**src/rtl/cu_mi_pkg.sv**
```systemverilog
// Shared opcodes, ALU function codes, control-word layout and state encoding for control_unit_mi.
// No logic of its own; latency and backpressure are properties of the modules that import it.
// Build with CU_SINGLE_STEP_EN defined to add the WAIT state used for single-step operation.
package cu_mi_pkg;

    localparam logic [3:0] OP_NOP  = 4'h0;
    localparam logic [3:0] OP_MOVI = 4'h1;
    localparam logic [3:0] OP_ADD  = 4'h2;
    localparam logic [3:0] OP_SUB  = 4'h3;
    localparam logic [3:0] OP_AND  = 4'h4;
    localparam logic [3:0] OP_OR   = 4'h5;
    localparam logic [3:0] OP_XOR  = 4'h6;
    localparam logic [3:0] OP_SL   = 4'h7;
    localparam logic [3:0] OP_SR   = 4'h8;
    localparam logic [3:0] OP_ST   = 4'h9;
    localparam logic [3:0] OP_LD   = 4'hA;
    localparam logic [3:0] OP_PCST = 4'hB;
    localparam logic [3:0] OP_B    = 4'hC;
    localparam logic [3:0] OP_BR   = 4'hD;
    localparam logic [3:0] OP_BCC  = 4'hE;
    localparam logic [3:0] OP_HLT  = 4'hF;

    localparam logic [2:0] FS_AND = 3'b000;
    localparam logic [2:0] FS_OR  = 3'b001;
    localparam logic [2:0] FS_ADD = 3'b010;
    localparam logic [2:0] FS_SUB = 3'b011;
    localparam logic [2:0] FS_SL  = 3'b100;
    localparam logic [2:0] FS_SR  = 3'b101;
    localparam logic [2:0] FS_XOR = 3'b110;

    localparam logic [1:0] CC_Z  = 2'b00;
    localparam logic [1:0] CC_NZ = 2'b01;
    localparam logic [1:0] CC_C  = 2'b10;
    localparam logic [1:0] CC_N  = 2'b11;

    localparam int CW_W     = 22;
    localparam int CW_SL    = 21;
    localparam int CW_IL    = 20;
    localparam int CW_PCL   = 19;
    localparam int CW_MR    = 18;
    localparam int CW_MW    = 17;
    localparam int CW_BSEL  = 16;
    localparam int CW_ASEL  = 15;
    localparam int CW_EN    = 14;
    localparam int CW_CI    = 13;
    localparam int CW_FS    = 10;
    localparam int CW_WR    = 9;
    localparam int CW_SB    = 6;
    localparam int CW_SA    = 3;
    localparam int CW_DA    = 0;

    // Field order matches the datapath's control_word bit layout, MSB first.
    typedef struct packed {
        logic       sl;
        logic       il;
        logic       pcl;
        logic       mr;
        logic       mw;
        logic       b_sel;
        logic       a_sel;
        logic       en_alu;
        logic       ci;
        logic [2:0] fs;
        logic       w;
        logic [2:0] sb;
        logic [2:0] sa;
        logic [2:0] da;
    } cw_t;

    localparam cw_t CW_ZERO  = 22'b0;
    localparam cw_t CW_FETCH = 22'b0_1_1_0_0_0_1_1_1_010_0_111_000_000;

`ifdef CU_SINGLE_STEP_EN
    typedef enum logic [1:0] {
        ST_FETCH = 2'd0,
        ST_EXEC  = 2'd1,
        ST_HALT  = 2'd2,
        ST_WAIT  = 2'd3
    } state_t;
`else
    typedef enum logic [1:0] {
        ST_FETCH = 2'd0,
        ST_EXEC  = 2'd1,
        ST_HALT  = 2'd2
    } state_t;
`endif

    function automatic logic [2:0] alu_fs(input logic [3:0] op);
        case (op)
            OP_ADD:  alu_fs = FS_ADD;
            OP_SUB:  alu_fs = FS_SUB;
            OP_AND:  alu_fs = FS_AND;
            OP_OR:   alu_fs = FS_OR;
            OP_XOR:  alu_fs = FS_XOR;
            OP_SL:   alu_fs = FS_SL;
            OP_SR:   alu_fs = FS_SR;
            default: alu_fs = FS_AND;
        endcase
    endfunction

    // status bits: [0]=Z, [1]=N, [2]=C; V is not a branch condition.
    function automatic logic cc_taken(input logic [1:0] cc, input logic [2:0] znc);
        case (cc)
            CC_Z:    cc_taken = znc[0];
            CC_NZ:   cc_taken = ~znc[0];
            CC_C:    cc_taken = znc[2];
            default: cc_taken = znc[1];
        endcase
    endfunction

endpackage

```
**src/rtl/control_unit_mi_if.sv**
```systemverilog
// Instruction/flag inputs and control-word/immediate outputs between sequencer and datapath_mi.
// Pure wiring, zero latency.
// No backpressure; the datapath consumes one control word every cycle.
interface control_unit_mi_if;
    logic [15:0] I;
    logic [3:0]  alu_status;
    logic [21:0] control_word;
    logic [7:0]  K;

    modport master (
        input  I,
        input  alu_status,
        output control_word,
        output K
    );

    modport slave (
        output I,
        output alu_status,
        input  control_word,
        input  K
    );
endinterface

```
**src/rtl/cu_mi_decode.sv**
```systemverilog
// Combinational instruction decoder: (I, alu_status) -> execute-cycle control word and immediate.
// Zero latency, purely combinational.
// No backpressure; outputs follow inputs every cycle.
module cu_mi_decode
    import cu_mi_pkg::*;
(
    input  logic [15:0] I,
    input  logic [3:0]  alu_status,
    output cw_t         exec_word,
    output logic [7:0]  exec_K,
    output logic        is_halt
);

    logic [3:0] op;
    logic       s;
    logic [2:0] f_da;
    logic [2:0] f_sa;
    logic [2:0] f_sb;
    logic [7:0] imm;
    logic       unused_v;

    assign op       = I[15:12];
    assign s        = I[11];
    assign f_da     = I[10:8];
    assign f_sa     = I[7:5];
    assign f_sb     = I[4:2];
    assign imm      = I[7:0];
    assign unused_v = alu_status[3];

    always_comb begin
        exec_word = CW_ZERO;
        exec_K    = 8'h00;
        is_halt   = 1'b0;

        case (op)
            OP_MOVI: begin
                exec_word.b_sel  = 1'b1;
                exec_word.en_alu = 1'b1;
                exec_word.fs     = FS_OR;
                exec_word.w      = 1'b1;
                exec_word.sb     = 3'b000;
                exec_word.sa     = 3'b111;
                exec_word.da     = f_da;
                exec_K           = imm;
            end
            OP_ADD, OP_SUB, OP_AND, OP_OR, OP_XOR, OP_SL, OP_SR: begin
                exec_word.sl     = s;
                exec_word.en_alu = 1'b1;
                exec_word.w      = 1'b1;
                exec_word.fs     = alu_fs(op);
                exec_word.ci     = (op == OP_SUB);
                exec_word.sb     = f_sb;
                exec_word.sa     = f_sa;
                exec_word.da     = f_da;
            end
            OP_ST: begin
                // Store address comes from the register named in the DA slot.
                exec_word.mw     = 1'b1;
                exec_word.en_alu = 1'b1;
                exec_word.fs     = FS_OR;
                exec_word.sb     = 3'b111;
                exec_word.sa     = f_da;
                exec_K           = imm;
            end
            OP_LD: begin
                exec_word.mr = 1'b1;
                exec_word.w  = 1'b1;
                exec_word.da = f_da;
                exec_K       = imm;
            end
            OP_PCST: begin
                exec_word.a_sel  = 1'b1;
                exec_word.en_alu = 1'b1;
                exec_word.ci     = 1'b1;
                exec_word.fs     = FS_ADD;
                exec_word.w      = 1'b1;
                exec_word.sb     = 3'b111;
                exec_word.da     = f_da;
            end
            OP_B, OP_BCC: begin
                if (op == OP_B || cc_taken(I[9:8], alu_status[2:0])) begin
                    exec_word.pcl    = 1'b1;
                    exec_word.b_sel  = 1'b1;
                    exec_word.a_sel  = 1'b1;
                    exec_word.en_alu = 1'b1;
                    exec_word.ci     = 1'b1;
                    exec_word.fs     = FS_ADD;
                    exec_K           = imm;
                end
            end
            OP_BR: begin
                exec_word.pcl    = 1'b1;
                exec_word.en_alu = 1'b1;
                exec_word.fs     = FS_OR;
                exec_word.sb     = 3'b111;
                exec_word.sa     = f_sa;
            end
            OP_HLT: is_halt = 1'b1;
            default: ;
        endcase
    end

endmodule

```
**src/rtl/control_unit_mi.sv**
```systemverilog
// Multi-cycle sequencer for datapath_mi: FETCH then EXEC per instruction, HALT until reset.
// Two cycles per instruction (three with CU_SINGLE_STEP_EN and step held high); outputs are combinational.
// No backpressure; CU_SINGLE_STEP_EN adds a WAIT state released by the step input.
module control_unit_mi
    import cu_mi_pkg::*;
#(
    parameter int ICNT_W = 16
)
(
    input  logic              clk,
    input  logic              rst,
`ifdef CU_SINGLE_STEP_EN
    input  logic              step,
`endif
    control_unit_mi_if.master bus,
    output logic              halted,
    output logic [ICNT_W-1:0] icount
);

`ifdef CU_SINGLE_STEP_EN
    localparam state_t ST_RESET     = ST_WAIT;
    localparam state_t ST_POST_EXEC = ST_WAIT;
`else
    localparam state_t ST_RESET     = ST_FETCH;
    localparam state_t ST_POST_EXEC = ST_FETCH;
`endif

    state_t     state;
    state_t     state_nxt;
    logic       retire;
    cw_t        cw;
    logic [7:0] k_val;
    cw_t        exec_word;
    logic [7:0] exec_K;
    logic       is_halt;

    cu_mi_decode u_decode (
        .I          (bus.I),
        .alu_status (bus.alu_status),
        .exec_word  (exec_word),
        .exec_K     (exec_K),
        .is_halt    (is_halt)
    );

    always_ff @(posedge clk) begin
        if (rst) begin
            state  <= ST_RESET;
            icount <= '0;
        end else begin
            state <= state_nxt;
            if (retire) begin
                icount <= icount + ICNT_W'(1);
            end
        end
    end

    always_comb begin
        state_nxt = state;
        retire    = 1'b0;
        cw        = CW_ZERO;
        k_val     = 8'h00;

        case (state)
            ST_FETCH: begin
                cw        = CW_FETCH;
                state_nxt = ST_EXEC;
            end
            ST_EXEC: begin
                cw        = exec_word;
                k_val     = exec_K;
                retire    = 1'b1;
                state_nxt = is_halt ? ST_HALT : ST_POST_EXEC;
            end
            ST_HALT: state_nxt = ST_HALT;
`ifdef CU_SINGLE_STEP_EN
            ST_WAIT: begin
                if (step) begin
                    state_nxt = ST_FETCH;
                end
            end
`endif
            default: state_nxt = ST_RESET;
        endcase
    end

    // Reset forces a quiet datapath even mid-instruction, so no EXEC word leaks out.
    assign bus.control_word = rst ? CW_ZERO : cw;
    assign bus.K            = rst ? 8'h00 : k_val;
    assign halted           = ~rst && (state == ST_HALT);

endmodule
```
**src/flat_wrapper.sv**
```systemverilog
// flat-port wrapper written by rule: the top's interface ports become plain ports
module control_unit_mi_flat import cu_mi_pkg::*;
#(
    parameter int ICNT_W = 16
)
  (clk, rst, halted, icount, bus_I, bus_alu_status, bus_control_word, bus_K);
  control_unit_mi_if bus_i ();
  input  logic clk;
  input  logic rst;
  output logic halted;
  output logic [ICNT_W-1:0] icount;
  input wire logic [$bits(bus_i.I)-1:0] bus_I;
  input wire logic [$bits(bus_i.alu_status)-1:0] bus_alu_status;
  output wire logic [$bits(bus_i.control_word)-1:0] bus_control_word;
  output wire logic [$bits(bus_i.K)-1:0] bus_K;
  assign bus_i.I = bus_I;
  assign bus_i.alu_status = bus_alu_status;
  assign bus_control_word = bus_i.control_word;
  assign bus_K = bus_i.K;
  control_unit_mi #(.ICNT_W(ICNT_W)) u_core (.clk(clk), .rst(rst), .bus(bus_i), .halted(halted), .icount(icount));
endmodule
```
**config.mk**
```make
export PLATFORM = sky130hd
export DESIGN_NAME = control_unit_mi_flat
export DESIGN_NICKNAME = d
export VERILOG_FILES = /design/src/rtl/cu_mi_pkg.sv /design/src/rtl/control_unit_mi_if.sv /design/src/rtl/cu_mi_decode.sv /design/src/rtl/control_unit_mi.sv /design/src/flat_wrapper.sv
export SDC_FILE = /design/constraint.sdc
export NUM_CORES = 1
export LEC_CHECK = 0
export ABC_AREA = 1
export CORE_ASPECT_RATIO = 1.75
export CORE_MARGIN = 10
export CORE_UTILIZATION = 45
export CTS_BUF_LIST = sky130_fd_sc_hd__clkbuf_8
export CTS_CLUSTER_SIZE = 25
export DETAILED_ROUTE_END_ITERATION = 6
export HOLD_SLACK_MARGIN = 0.02
export PLACE_DENSITY = 0.92
export SYNTH_ARGS = -nofsm -noshare
export SYNTH_HDL_FRONTEND = slang
export SYNTH_SLANG_ARGS = --single-unit
```
**constraint.sdc**
```tcl
create_clock -name clk -period 3.6 [get_ports clk]
set_input_delay 0.9 -clock clk [delete_from_list [all_inputs] [get_ports clk]]
set_output_delay 0.9 -clock clk [all_outputs]
set_load 0.01 [all_outputs]
```
==> results.toml, run 1 <==
[routing]
vias = 1901
wirelength_mm = 5.11
met2RoutedLength_mm = 2.78
dr_wl_met3_microns = 379
route.detailed.drc = 0
wl_per_cell_microns = 13.5
vias_per_cell = 5.03
highest_layer = "met4"
drt_iter0_drc = 58
wl_met1_mm = 1.78
drtPass1Iterations = 4
postRouteAntennaNets = 0

[finish]
fin_nets = 361
antenna_cells = 0
post-route-cell-area_sq_um = 2370
final_common_cell = "nand2_1"
stdcell_count = 378
drive_gt1_share_pct = 17.3
area_growth_pct = 67.8
final_cell_mix = "nand2_1 (58), nor2_1 (48), clkdlybuf4s50_1 (40)"
utilization_pct = 80.2

[logic_synthesis]
yosys_warnings = 0
ys_seq_elements = 18
ys_seq_area_share_pct = 25.5
synth.distinct_cells = 29
syn-num-nets = 264
synth_cells = 241
synth_area_sq_um = 1420
syn_area_per_cell_sq_um = 5.87

[clock_network]
h-tree-depth = 1
cts_buffer_depth = 2
cts_tree = "built"
numClockSinks = 18
cts_buffers = 3
holdBufCountCts = 0
insertion_delay_ns = 0.25
clkTransAtPathRegs_ns = 0.06
cts-root-buf = "clkbuf_8"

[grt]
overflow = 0
grt_usage_pct = 16.8
grt_max_degree = 12
grt_first_pass_wirelength_mm = 8.41
antenna_found_initial = 0
grt_pass1_vias = 1987

[worst_setup_path]
r2r_slack_ns = 1.95
r2r_start = "u_core.state[0]"
criticalPathCategory = "input port to primary output"
critPathArrivalTime_ns = 2.61
cp-start-kind = "input port"
cp_max_fo = 6
reg2regPathDepth = 7
end_kind = "primary output"
r2r-end = "u_core.icount[15]"
crit_required_ns = 2.70

[sta]
period_share_pct = 97.4
timing.fmax_mhz = 285
setup_slack_ns = 0.0927
finalSetupTns_ns = 0
min_period_ns = 3.51
hold_violations = 0
skew_ns = 0.00228
max-slew-margin-rel_pct = 65.9
tightest_slew_ns = 0.511
maxSlewViolCount = 0
setup_viol = 0

[job]
drv_cap = 0

[run_status]
status = "finished, final reports clean"

[hold_path]
hold_path_depth = 1
worstHoldPathType = "flop to flop"
holdCritStartpoint = "u_core.state[0]"
holdPathEnd = "u_core.state[0]"

[placed_design]
dp_slack_ns = -0.215
dp_cells = 372
gp_congestion = 0.910
port_buffers = 67
placed_cell_area_sq_um = 2300
dpl.hpwl_mm = 4.27

[power_and_ir_drop]
ir_drop_mv = 0.143
powerDensity_nw_per_um2 = 218
p_leak_nw = 1.18

[floorplanning]
die_area_sq_um = 5880
core-area_sq_um = 2960
die_h_microns = 94.2
initial_core_util_pct = 47.8
rows = 26
num_io_pins = 69
die_x_microns = 62.4
## logic make-up after synthesis
group	count (synthesis)	share of synthesized area [%]
xor gates and xnor gates	2	1.24
DFF	18	25.5
AOI/OAI and AO/OA	39	15.4
buffers and inverters	41	12.8
and+or+nand+nor	140	44.2
adders and majority gates	1	0.884
## cell usage after synthesis, drive strengths merged
cell type   n  area, sq um
o21a        1         7.51
o22ai       2         12.5
nor4        2         12.5
a31oi       1         6.26
clkinv      1         3.75
a21oi      18         90.1
nor2       61          279
nand3      13         77.6
dfxtp      18          360
nand4       3         25.0
xor2        2         17.5
o21bai      1         7.51
buf         6         50.0
inv        34          128
a211oi      1         7.51
ha          1         12.5
a31o        1         8.76
nand2      59          221
a221oi      1         8.76
o21ai      13         68.8
nor3        2         10.0
## worst max-delay path: stages
cell and delay [ns]:
clkdlybuf4s50_1 0.50, inv_2 0.08, buf_4 0.13, nand2_1 0.08
inv_1 0.07, nand2_2 0.14, inv_2 0.07, nor2_4 0.17
buf_4 0.14, nor2_1 0.04, dlygate4sd2_1 0.28
## power by group
| part | switching (mW) | internal, mW | total, mW |
|---|---|---|---|
| clock network | 0.0641 | 0.0743 | 0.138 |
| registers | 0.00553 | 0.203 | 0.208 |
| logic | 0.0869 | 0.0833 | 0.170 |
## routing by layer
layer / vias to the layer above / GRT usage (%)
met5: - / 0
met2: 71 / 33.8
met1: 863 / 13.8
li1: 954 / -
met4: 0 / 9.55
met3: 13 / 5.38
## flip-flops by register name (all words and copies together), names as in the netlist
name           count
u_core.icount     16
u_core.state       2
## metrics by stage
| stage | power, mW | hold slack (ns) |
|---|---|---|
| 6_report | 0.517 | 0.490 |
| 5_1_grt | 0.542 | 0.550 |
| 4_1_cts | 0.510 | 0.492 |
| 3_5_place_dp | 0.382 | 0.478 |
| 3_3_place_gp | 0.378 | 0.468 |
| 2_1_floorplan | 0.289 | 0.448 |
## worst max-delay path by stage
stage                                     end  slack, ns      start
after global placement    bus_control_word[7]      -0.19  bus_I[14]
after floorplan           bus_control_word[5]       0.91        rst
after CTS                            bus_K[1]      0.002   bus_I[9]
final                                bus_K[7]       0.09  bus_I[12]
after global routing                 bus_K[7]     -0.001  bus_I[12]
after detailed placement  bus_control_word[8]      -0.22  bus_I[14]
## what timing repair did
action                     in CTS  in global routing
pin swaps                       1                  1
gates cloned                    0                  0
setup endpoints to repair      26                 10
setup buffers                   0                  3
resized for setup              28                 11
## final cells by class
type | count | area (sq um)
clock buffers | 3 | 41.3
multi-input cells | 182 | 901
flip-flops and latches | 18 | 360
repair buffers | 98 | 888
fillers | 214 | 586
inverters | 35 | 131
well taps | 42 | 52.6
Note: power is estimated with default switching activity, not from simulation.
==> run 2, diff against run 1 <==
--- a/config.mk
+++ b/config.mk
@@ -6,12 +6,14 @@
 export NUM_CORES = 1
 export LEC_CHECK = 0
 export ABC_AREA = 1
+export CAP_MARGIN = 20
 export CORE_ASPECT_RATIO = 1.75
 export CORE_MARGIN = 10
 export CORE_UTILIZATION = 45
 export CTS_BUF_LIST = sky130_fd_sc_hd__clkbuf_8
 export CTS_CLUSTER_SIZE = 25
 export DETAILED_ROUTE_END_ITERATION = 6
+export GPL_TIMING_DRIVEN = 1
 export HOLD_SLACK_MARGIN = 0.02
 export PLACE_DENSITY = 0.92
 export SYNTH_ARGS = -nofsm -noshare
==> results of run 2 <==
The final DEF is identical to that of run 1; final timing and power are the same.
